--- src/rtl/countdown_timer.sv ---
// Loadable down-counter with a prescaler. Times the random pre-stimulus
// delay of the reaction-time game: load a tick count, decrement it on
// every PRESCALE-th enabled clock, pulse Done once when it reaches zero,
// and keep Expired high until the timer is reloaded or cancelled.
module countdown_timer #(
    parameter int WIDTH    = 8,
    parameter int PRESCALE = 1
) (
    input  logic             Clock,
    input  logic             Reset,
    input  logic             Load,
    input  logic [WIDTH-1:0] LoadValue,
    input  logic             Enable,
    input  logic             Abort,
    output logic [WIDTH-1:0] Count,
    output logic             Busy,
    output logic             Done,
    output logic             Expired
);

    // Prescaler is at least one bit wide even when PRESCALE == 1, in which
    // case it simply stays at zero and every enabled cycle is a tick.
    localparam int PW = (PRESCALE <= 1) ? 1 : $clog2(PRESCALE);
    localparam logic [PW-1:0] PRE_LAST = PW'(PRESCALE - 1);

    typedef enum logic [1:0] {
        S_IDLE = 2'd0,
        S_RUN  = 2'd1,
        S_DONE = 2'd2
    } state_t;

    state_t           r_state;
    state_t           w_state_next;
    logic [WIDTH-1:0] r_count;
    logic [WIDTH-1:0] w_count_next;
    logic [PW-1:0]    r_pre;
    logic [PW-1:0]    w_pre_next;
    logic             r_busy;
    logic             r_done;
    logic             w_done_next;
    logic             r_expired;

    logic             w_pre_last;
    logic             w_load_zero;

    assign w_pre_last  = (r_pre == PRE_LAST);
    assign w_load_zero = (LoadValue == '0);

    // State and datapath registers; Reset has the highest priority.
    always_ff @(posedge Clock) begin
        if (Reset) begin
            r_state   <= S_IDLE;
            r_count   <= '0;
            r_pre     <= '0;
            r_busy    <= 1'b0;
            r_done    <= 1'b0;
            r_expired <= 1'b0;
        end else begin
            r_state   <= w_state_next;
            r_count   <= w_count_next;
            r_pre     <= w_pre_next;
            r_busy    <= (w_state_next == S_RUN);
            r_done    <= w_done_next;
            // Expired is the registered "in DONE" level, so a Load of zero
            // (which goes straight to DONE) also reports Expired.
            r_expired <= (w_state_next == S_DONE);
        end
    end

    // Next-state logic: Abort beats Load, Load beats the countdown.
    always_comb begin
        w_state_next = r_state;
        w_count_next = r_count;
        w_pre_next   = r_pre;
        w_done_next  = 1'b0;

        if (Abort) begin
            w_state_next = S_IDLE;
            w_count_next = '0;
            w_pre_next   = '0;
        end else if (Load) begin
            w_count_next = LoadValue;
            w_pre_next   = '0;
            if (w_load_zero) begin
                w_state_next = S_DONE;
                w_done_next  = 1'b1;
            end else begin
                w_state_next = S_RUN;
            end
        end else begin
            case (r_state)
                S_RUN: begin
                    if (Enable) begin
                        if (w_pre_last) begin
                            w_pre_next   = '0;
                            w_count_next = r_count - WIDTH'(1);
                            // Count is never zero in RUN, so this cannot wrap.
                            if (r_count == WIDTH'(1)) begin
                                w_state_next = S_DONE;
                                w_done_next  = 1'b1;
                            end
                        end else begin
                            w_pre_next = r_pre + PW'(1);
                        end
                    end
                end
                S_DONE: begin
                    w_count_next = '0;
                end
                default: begin
                    w_state_next = S_IDLE;
                    w_count_next = '0;
                    w_pre_next   = '0;
                end
            endcase
        end
    end

    assign Count   = r_count;
    assign Busy    = r_busy;
    assign Done    = r_done;
    assign Expired = r_expired;

endmodule
--- config.mk ---
export PLATFORM = sky130hd
export DESIGN_NAME = countdown_timer
export DESIGN_NICKNAME = d
export VERILOG_FILES = /design/src/rtl/countdown_timer.sv
export SDC_FILE = /design/constraint.sdc
export NUM_CORES = 1
export LEC_CHECK = 0
export ABC_AREA = 1
export CORE_MARGIN = 2
export CORE_UTILIZATION = 50
export DETAILED_ROUTE_END_ITERATION = 12
export PLACE_DENSITY = 0.83
export SKIP_CTS_REPAIR_TIMING = 1
export SLEW_MARGIN = 10
export SYNTH_ARGS = -nofsm -noshare
export SYNTH_HDL_FRONTEND = slang
export SYNTH_SLANG_ARGS = --single-unit
export TNS_END_PERCENT = 1
--- constraint.sdc ---
create_clock -name Clock -period 2.7 [get_ports Clock]
set_input_delay 0.54 -clock Clock [delete_from_list [all_inputs] [get_ports Clock]]
set_output_delay 0.54 -clock Clock [all_outputs]
set_load 0.005 [all_outputs]
# Word-level counts from Yosys, hierarchy flattened
# Index checks and enable logic that the tools add are counted.
# totals
wordCells,42
ff_bits,14
out_inout_bits,11
inputBits,13
# classes
eq_ne,8
n_bitwise,1
n_reduce_logical,5
muxes,20
addsub,2
# op_table
op,n
two-way mux 8 bit,4
two-way mux 2 bit,6
"equality test 8 x 1 -> 1 bit, second input constant",1
logical NOT 8 bit,1
two-way mux 1 bit,8
"subtractor 8 x 1 -> 8 bit, second input constant",1
"!= test 3 bit, second input constant",2
"equality test 2 x 1 -> 1 bit, second input constant",2
"equality test 2 bit, second input constant",2
one-hot mux 2 bit (2 select lines),1
AND reduction 2 bit,2
OR reduction 3 bit,1
"!= test 2 bit, second input constant",1
one-hot mux 1 bit (2 select lines),1
OR reduction 2 bit,1
"adder 1 bit, second input constant",1
NOT 1 bit,1

# Logic depth before layout (Yosys ltp)
# Gate-level depths: netlist of the first run.
# depth
depth_word,8
depth_mapped,12
ltp_nobuf,12

# Least setup slack after synthesis of the first run
# No wires, ideal clock.
# synth_timing
path_kind,in2reg
from,in Load
to,"reg r_count[3], in the netlist Count[3]"
t_arrival_ps,1193
setup_slack_ps,1381
path_buffers,2
t_required_ps,2575
setup_ps,125
stages,8
path_cell_list,buf_6 > inv_4 > nand2_4 > inv_2 > nand2_4 > buf_6 > o21ai_1 > a31oi_1
# synth_via
elab_chain_len,2
elab_cells_between_ends,4
classes_between,2 x eq/ne; 1 x mux; 1 x reduce/logical
# synth_rtl
item,line_no,rtl
start: declaration,11,"input logic Load,"
!= test 3 bit (no line),--,
AND reduction 2 bit (no line),--,
end signal: assignment,60,r_count <= w_count_next;
end: declaration,34,logic [WIDTH-1:0] r_count;
# Several ways; a longest one is shown, not always the timed one.
# A chain may end at the register's enable or synchronous reset.

# Worst setup path after layout of the first run
# layout_timing
from,"reg r_count[3], in the netlist Count[3]"
to,out Count[3]
# layout_lines
item,line_no,rtl
end: declaration,15,"output logic [WIDTH-1:0] Count,"
# No word-level cell between the ends.

==> metrics.cfg, run 1 <==
[sta]
finalMaxSlewViolations=0
clock_skew_ns=0.0004330
holdWs_ns=0.5462
setup_tns_ns=0
min_period_ns=1.762
worstMarginPinSlew_ns=0.4041
rsz0062_at_grt=false
setup_viol=0
relSlewSlack_pct=73.03
period_share_pct=65.28
hold_violations=0
fmax_mhz=567.4

[clock_tree]
htreeDepth=1
cts_tree=yes
clk_path_buf_depth=2
clock_sinks=13
cts_buffers=3
cts_root_buffer=clkbuf_4
clk_latency_ns=0.28
clk_pin_slew_worst_paths_ns=0.08

[grt]
grtUsageTotal_pct=22.94
grt_pass1_wl_um=3346
grt_max_degree=15
use_met2_pct=38.86
use_met1_pct=27.98
grt.busiest_layer=met2
grt-ovfl-total=0
grt_pass1_vias=831
grt_antenna_before_repair=0
grt.met3_usage_pct=4.000

[layout]
syn_to_final_growth_pct=29.72
antennaDiodeCount=0
fin_cells=165
drive_above_1_share_pct=14.77
nets=168

[synth]
postSynthCellCount=124
synth_seq_cells=13
yosysSeqAreaShare_pct=30.45
syn_area_sq_um=854.6
yosys_warnings=0
synth_top_area_share_pct=30.45
netlist_top_cells_count=24 x nand2_1, 14 x inv_1, 13 x dfxtp_1
syn_area_per_cell_sq_um=6.892
synth_top_flop_cell=dfxtp_1
ys_types=21
synth_edf_count=0
synthesis.nets=142
async_flop_share_pct=0
synth_most_common_cell=nand2_1
synthTopCellsByArea=dfxtp_1 30%, nand2_1 11%, ha_1 7.3%
yosysTopAreaCell=dfxtp_1

[route]
final_antenna_net_count=0
vias=894
vias_per_cell=5.418
first_pass_iters=4
first_iter_violations=30
wl_per_cell_um=12.52
finalWirelength_um=2066
drc_errors=0

[floorplan]
rows=14
initial_core_util_pct=54.82
die_area_sq_um=2056
core_sq_um=1559
die_h_um=45.34
die_w_um=45.34
io_pins=24

[setup_path]
cpMaxStageDelayCell=clkdlybuf4s50_1
cpPeakStageDelay_ns=0.53
timing.critical_path.buf_inv=1
end_kind=output pin
cp_top_family=buffers and inverters
cp_data_arrival_time_ns=1.22
crit_path_cell_trace=clkdlybuf4s50_1
crit_type=flop to output pin
required_ns=2.16
cp_max_fo=5
critPathLaunchType=flop

[placement]
dpl.hpwl_um=1592
place_congestion=0.9044
dp.cells=161
io_buffers=23

[run_status]
status=complete, no violations

[run]
drv_cap=0

[pwr]
leakage_uw=0.0004894
power_density_nw_per_um2=373.2
irDropWorstVdd_v=0.0003400

[min_path]
min_path_type=flop to flop

-- cell type report --
cell class,instances,area [sq um]
well taps,16,20.02
clock buffers,4,26.28
fillers,130,450.4
repair buffers,23,230.2
flip-flops and latches,13,260.3
multi-input cells,89,494.2
inverters,20,77.57
-- stage by stage --
stage / area (sq um) / worst slack [ns] / utilization [%] / power, uW
CTS: 1109 / 0.9310 / 71.11 / 412.1
detailed placement: 1082 / 0.7136 / 69.42 / 291.1
global placement: 1082 / 0.7664 / 69.42 / 288.4
floorplan: 854.6 / 1.381 / - / 253.3
global route: 1109 / 0.8730 / 71.11 / 430.2
finish: 1109 / 0.9375 / 71.11 / 413.7
-- final timing paths --
kind | endpoint | cells after the start | from | slack (ns)
hold reg to reg | Count[1] | 2 | Count[1] | 0.55
hold / removal | Count[1] | 2 | Count[1] | 0.55
setup / recovery | Count[3] | 1 | Count[3] | 0.94
setup reg to reg | Busy | 11 | Count[1] | 1.21
-- cell usage in the layout, fill, tap and decap left out --
cell type	instances
nand3b_1	1
nor2_4	2
nand4_1	2
nand2_1	24
clkdlybuf4s50_1	23
o21a_1	1
nand2_2	6
o21ai_1	5
nor3_2	1
a21oi_1	7
o21ai_0	10
nor2_1	11
ha_1	5
inv_1	14
a31oi_1	6
nand3_1	4
dfxtp_1	13
nor2_2	2
clkbuf_1	1
clkbuf_4	3
inv_2	5
inv_4	1
nand2_4	2
-- flip-flops by register name, summed over array words and instances (netlist names) --
register  cells
Expired       1
Busy          1
r_state       2
Count         8
Done          1
-- metal layers --
metal	vias up	part of all wire, %
met3	5	6.4
met2	35	47
met5	-	0
li1	454	-
met4	0	1.8
met1	400	45
-- power breakdown --
group | leakage, uW | total (uW) | internal, uW | switching, uW
registers | 0.000106 | 202 | 197 | 5.28
logic | 0.000369 | 85.3 | 41.5 | 43.8
clock network | 0.0000150 | 126 | 57.5 | 68.5
-- cells by family after synthesis --
family | Yosys count | synth area share, %
buf+inv | 22 | 11.71
compound gates | 29 | 18.16
flops | 13 | 30.45
simple gates | 55 | 32.36
fa+ha+maj | 5 | 7.321
(Power assumes the default switching activity.)
==> inputs of run 2 (changes only) <==
CORE_UTILIZATION = 42   (was 50)
PLACE_DENSITY = 0.74   (was 0.83)
clock period = 1.5 ns   (was 2.7 ns; I/O delays follow)
==> metrics.cfg, run 2 (synthesized netlist as in run 1, its figures left out) <==
[pwr]
power_uw=752.7  ; +82%
irDropWorstVdd_v=0.0003640  ; +7.1%
leakage_uw=0.0005983  ; +22%
power_density_nw_per_um2=623.4  ; +67%

[floorplan]
core_sq_um=1942  ; +25%
io_pins=24  ; unchanged
initial_core_util_pct=44.01  ; -11 points
die_area_sq_um=2411  ; +17%
die_h_um=49.11  ; +8.3%
die_w_um=49.11  ; +8.3%
rows=16  ; +2

[setup_path]
cp_data_arrival_time_ns=1.15  ; -0.07 ns
cp_top_family=buffers and inverters
cpPeakStageDelay_ns=0.51  ; -0.02 ns
required_ns=1.20  ; -0.96 ns
end_kind=output pin
timing.critical_path.buf_inv=1  ; unchanged
crit_type=flop to output pin
cpMaxStageDelayCell=clkdlybuf4s50_1
critPathLaunchType=flop
crit_path_cell_trace=clkdlybuf4s50_1
cp_max_fo=3  ; -2

[layout]
antennaDiodeCount=0  ; unchanged
mostFrequentLayoutCell=nand2_1
syn_to_final_growth_pct=41.29
layout_common_cells=24 x nand2_1, 19 x clkdlybuf4s50_1, 14 x inv_1
nets=174  ; +3.6%
fin_cells=182  ; +10%
fillers=198  ; +52%
largest_reg_flops=8  ; unchanged
drive_above_1_share_pct=23.23  ; +8.5 points

[clock_tree]
clk_latency_ns=0.28  ; about the same
clock_sinks=13  ; unchanged
htreeDepth=1  ; unchanged
cts_tree=yes
clk_path_buf_depth=2  ; unchanged
cts_root_buffer=clkbuf_4
cts_buffers=3  ; unchanged
clk_pin_slew_worst_paths_ns=0.10  ; +0.02 ns

[sta]
min_period_ns=1.445
relSlewSlack_pct=88.22  ; +15 points
holdWs_ns=0.5396  ; -0.006578 ns
worstMarginPinSlew_ns=0.1768  ; -0.2273 ns
setup_tns_ns=0  ; unchanged
hold_violations=0  ; unchanged
worst_slack_ns=0.05463  ; -0.8829 ns
rsz0062_at_grt=true
fmax_mhz=691.9
period_share_pct=96.36
finalMaxSlewViolations=0  ; unchanged
setup_viol=0  ; unchanged
clock_skew_ns=0.01877  ; +0.01834 ns

[route]
first_iter_violations=7  ; -77%
final_antenna_net_count=0  ; unchanged
wl_per_cell_um=11.16  ; -11%
vias_per_cell=4.934  ; -8.9%
vias=898  ; +0.45%
drc_errors=0  ; unchanged
finalWirelength_um=2031  ; -1.7%
first_pass_iters=4  ; unchanged

[grt]
grt_max_degree=15  ; unchanged
grt_pass1_vias=867  ; +4.3%
grtUsageTotal_pct=18.90  ; -4.0 points
grt-ovfl-total=0  ; unchanged
grt_pass1_wl_um=3539  ; +5.8%
grt_antenna_before_repair=0  ; unchanged

[placement]
io_buffers=23  ; unchanged
dp.cells=178  ; +11%
place_congestion=0.8411  ; -7.0%
dp_slack_ns=-0.05898  ; -0.7726 ns
dpl.hpwl_um=1601  ; +0.60%

[run_status]
status=complete, no violations

[min_path]
min_path_type=flop to flop

[run]
drv_cap=0  ; unchanged

## run 2: cell count changes in the layout (fill, tap and decap cells not counted)
cell / delta
buf_12: +1
buf_4: +5
dlymetal6s2s_1: +4
clkinv_2: +1
clkdlybuf4s50_1: -4
dfxtp_4: +3
dfxtp_1: -7
clkbuf_1: -1
dfxtp_2: +4
## run 2: layer usage
| layer | up-vias | global-route usage, % | wire length, um |
|---|---|---|---|
| met5 | - | 0 | 0 |
| met4 | 0 | 5.714 | 0 |
| met3 | 0 | 4.294 | 77 |
| met2 | 13 | 31.76 | 1022 |
| met1 | 421 | 23.90 | 931 |
| li1 | 464 | - | - |
## run 2: area by class of cell
class,count,area [sq um],share of cell area [%]
timing repair buffer,29,297.8,24.66
clock buffer,3,22.52,1.865
tap,27,33.78,2.798
inverter,20,77.57,6.425
multi-input combinational,89,494.2,40.93
clock inverter,1,5.005,0.4145
sequential,13,276.5,22.90
## run 2: through the flow
step                util (%)  area, sq um
CTS                    60.82         1181
global placement       59.41         1154
floorplan                  -        854.6
finish                 62.18         1207
detailed placement     59.41         1154
global route           62.18         1207
## run 2: report_power, final
group	internal, uW	switching, uW	total (uW)	leakage (uW)
Sequential	353	8.98	362	0.000110
Combinational	85.3	80.8	166	0.000471
Clock	98.7	126	225	0.0000177
## run 2: final timing paths
check | cells past startpoint | startpoint | slack [ns] | endpoint
setup / recovery | 1 | Count[6] | 0.05 | Count[6]
hold / removal | 2 | Count[1] | 0.54 | Count[1]
setup reg to reg | 11 | Count[1] | 0.13 | Busy
hold reg to reg | 2 | Count[1] | 0.54 | Count[1]
==> inputs of run 3 (changes only) <==
SETUP_SLACK_MARGIN = 0.15   (was unset)
==> metrics.cfg, run 3 (synthesized netlist as in run 1, its figures left out) <==
[run_status]
status=complete, no violations

[run]
drv_cap=0  ; unchanged

[sta]
setup_tns_ns=0  ; unchanged
period_share_pct=87.28  ; -9.1 points
worstMarginPinSlew_ns=0.1585  ; -0.01822 ns
clock_skew_ns=0.02080  ; +0.002025 ns
hold_violations=0  ; unchanged
rsz0062_at_grt=true
min_period_ns=1.309  ; -0.1362 ns
setup_viol=0  ; unchanged
relSlewSlack_pct=89.32  ; +1.1 points
finalMaxSlewViolations=0  ; unchanged
fmax_mhz=763.8  ; +10%

[setup_path]
cpPeakStageDelay_ns=0.35  ; -0.16 ns
cp_data_arrival_time_ns=1.50  ; +0.35 ns
crit_type=flop to flop
critPathLaunchType=flop
crit_start=Count[4]
cp_max_fo=4  ; +1
required_ns=1.69  ; +0.49 ns
reg2reg_from=Count[4]
crit_path_cell_trace=buf_4 -> inv_4 -> nand2_2 -> nor2_4 -> nand2_2 -> nand2_1 -> nand2_1 -> nand2_1 -> nand2_2 -> a21oi_1 -> nor2_1
cpMaxStageDelayCell=dfxtp_4
end_kind=flop

[clock_tree]
clk_pin_slew_worst_paths_ns=0.10  ; about the same
htreeDepth=1  ; unchanged
cts_root_buffer=clkbuf_4
cts_buffers=3  ; unchanged
clk_path_buf_depth=2  ; unchanged
clk_latency_ns=0.28  ; about the same
clock_sinks=13  ; unchanged
cts_tree=yes

[grt]
grt_max_degree=15  ; unchanged
grt_pass1_vias=867  ; unchanged
grt_pass1_wl_um=3539  ; unchanged
grt-ovfl-total=0  ; unchanged
grt_antenna_before_repair=0  ; unchanged
grtUsageTotal_pct=18.90  ; unchanged

[route]
vias=902  ; +0.45%
first_iter_violations=12  ; +5
final_antenna_net_count=0  ; unchanged
first_pass_iters=4  ; unchanged
drc_errors=0  ; unchanged
vias_per_cell=4.902  ; -0.65%
finalWirelength_um=2059  ; +1.4%
wl_per_cell_um=11.19  ; +0.28%

[placement]
place_congestion=0.8411  ; unchanged
io_buffers=23  ; unchanged
dpl.hpwl_um=1601  ; unchanged
postPlaceCellArea_sq_um=1154  ; unchanged

[pwr]
p_clk_share_pct=29.8  ; about the same
power.share.combinational_pct=22.8  ; +0.7 points
power_switching_uw=221.1  ; +2.3%
power.share.sequential_pct=47.4  ; -0.6 points
switching_share_pct=29.06  ; +0.34 points
power_density_nw_per_um2=605.0  ; -3.0%
p_int_uw=539.7  ; +0.59%
leakage_uw=0.0007352  ; +23%
irDropWorstVdd_v=0.0003612  ; -0.77%

[floorplan]
core_sq_um=1942  ; unchanged
die_h_um=49.11  ; unchanged
die_area_sq_um=2411  ; unchanged
io_pins=24  ; unchanged
initial_core_util_pct=44.01  ; unchanged
die_w_um=49.11  ; unchanged
rows=16  ; unchanged

[layout]
largest_reg_flops=8  ; unchanged
antennaDiodeCount=0  ; unchanged
mostFrequentLayoutCell=nand2_1
syn_to_final_growth_pct=47.15
final_cell_area_sq_um=1257  ; +4.1%
drive_above_1_share_pct=29.30  ; +6.1 points
nets=176  ; +1.1%
layout_common_cells=22 x nand2_1, 12 x inv_1, 12 x clkdlybuf4s50_1

[min_path]
min_from=Count[5]
min_path_type=flop to flop

[run 3: cell types whose count changed in the layout (fill, tap and decap cells not counted), sizes merged]
cell,change
clkdlybuf4s50,-7
dlymetal6s2s,+7
buf,+2
[run 3: cell type report]
type | instances | area, sq um
Clock buffer | 3 | 22.52
Clock inverter | 1 | 5.005
Fill cell | 187 | 684.4
Inverter | 20 | 82.58
Multi-Input combinational cell | 89 | 504.2
Sequential cell | 13 | 279.0
Tap cell | 27 | 33.78
Timing Repair Buffer | 31 | 330.3
[run 3: final timing paths]
kind                                  to  slack [ns]  depth (start not counted)
worst min register to register  Count[5]        0.53                          2
worst min-delay path            Count[5]        0.53                          2
worst max-delay path                Busy        0.19                         11
worst max register to register      Busy        0.19                         11
[run 3: per-stage QoR]
step	hold WS [ns]	worst slack [ns]	power [uW]	instances	utilization, %
after floorplan	0.4174	0.2589	455.9	124	-
after global placement	0.5249	-0.04216	534.6	178	59.41
after detailed placement	0.5378	-0.05898	538.6	178	59.41
after CTS	0.5555	-0.06172	769.4	182	60.82
after global routing	0.5755	0.07882	804.9	184	64.76
final	0.5298	0.1908	760.8	184	64.76
[run 3: power groups by stage]
stage | Combinational (uW) | Clock [uW] | Sequential [uW]
after global placement | 163 | 0 | 372
after CTS | 168 | 237 | 364
after floorplan | 84.3 | 0 | 372
after detailed placement | 167 | 0 | 372
after global routing | 193 | 250 | 362
final | 173 | 227 | 361
[run 3: critical path, delay by kind of cell, from the launching register on]
kind / cells / cell delay, ns
AND/OR/NAND/NOR: 8 / 0.55
AO/OA/AOI/OAI: 1 / 0.12
buffers and inverters: 2 / 0.20
flip-flops: 1 / 0.35
[run 3: routing by layer]
metal	wire, um	vias up	global-route usage [%]
li1	-	470	-
met1	956	421	23.90
met2	1029	11	31.76
met3	73	0	4.294
met4	0	0	5.714
met5	0	-	0
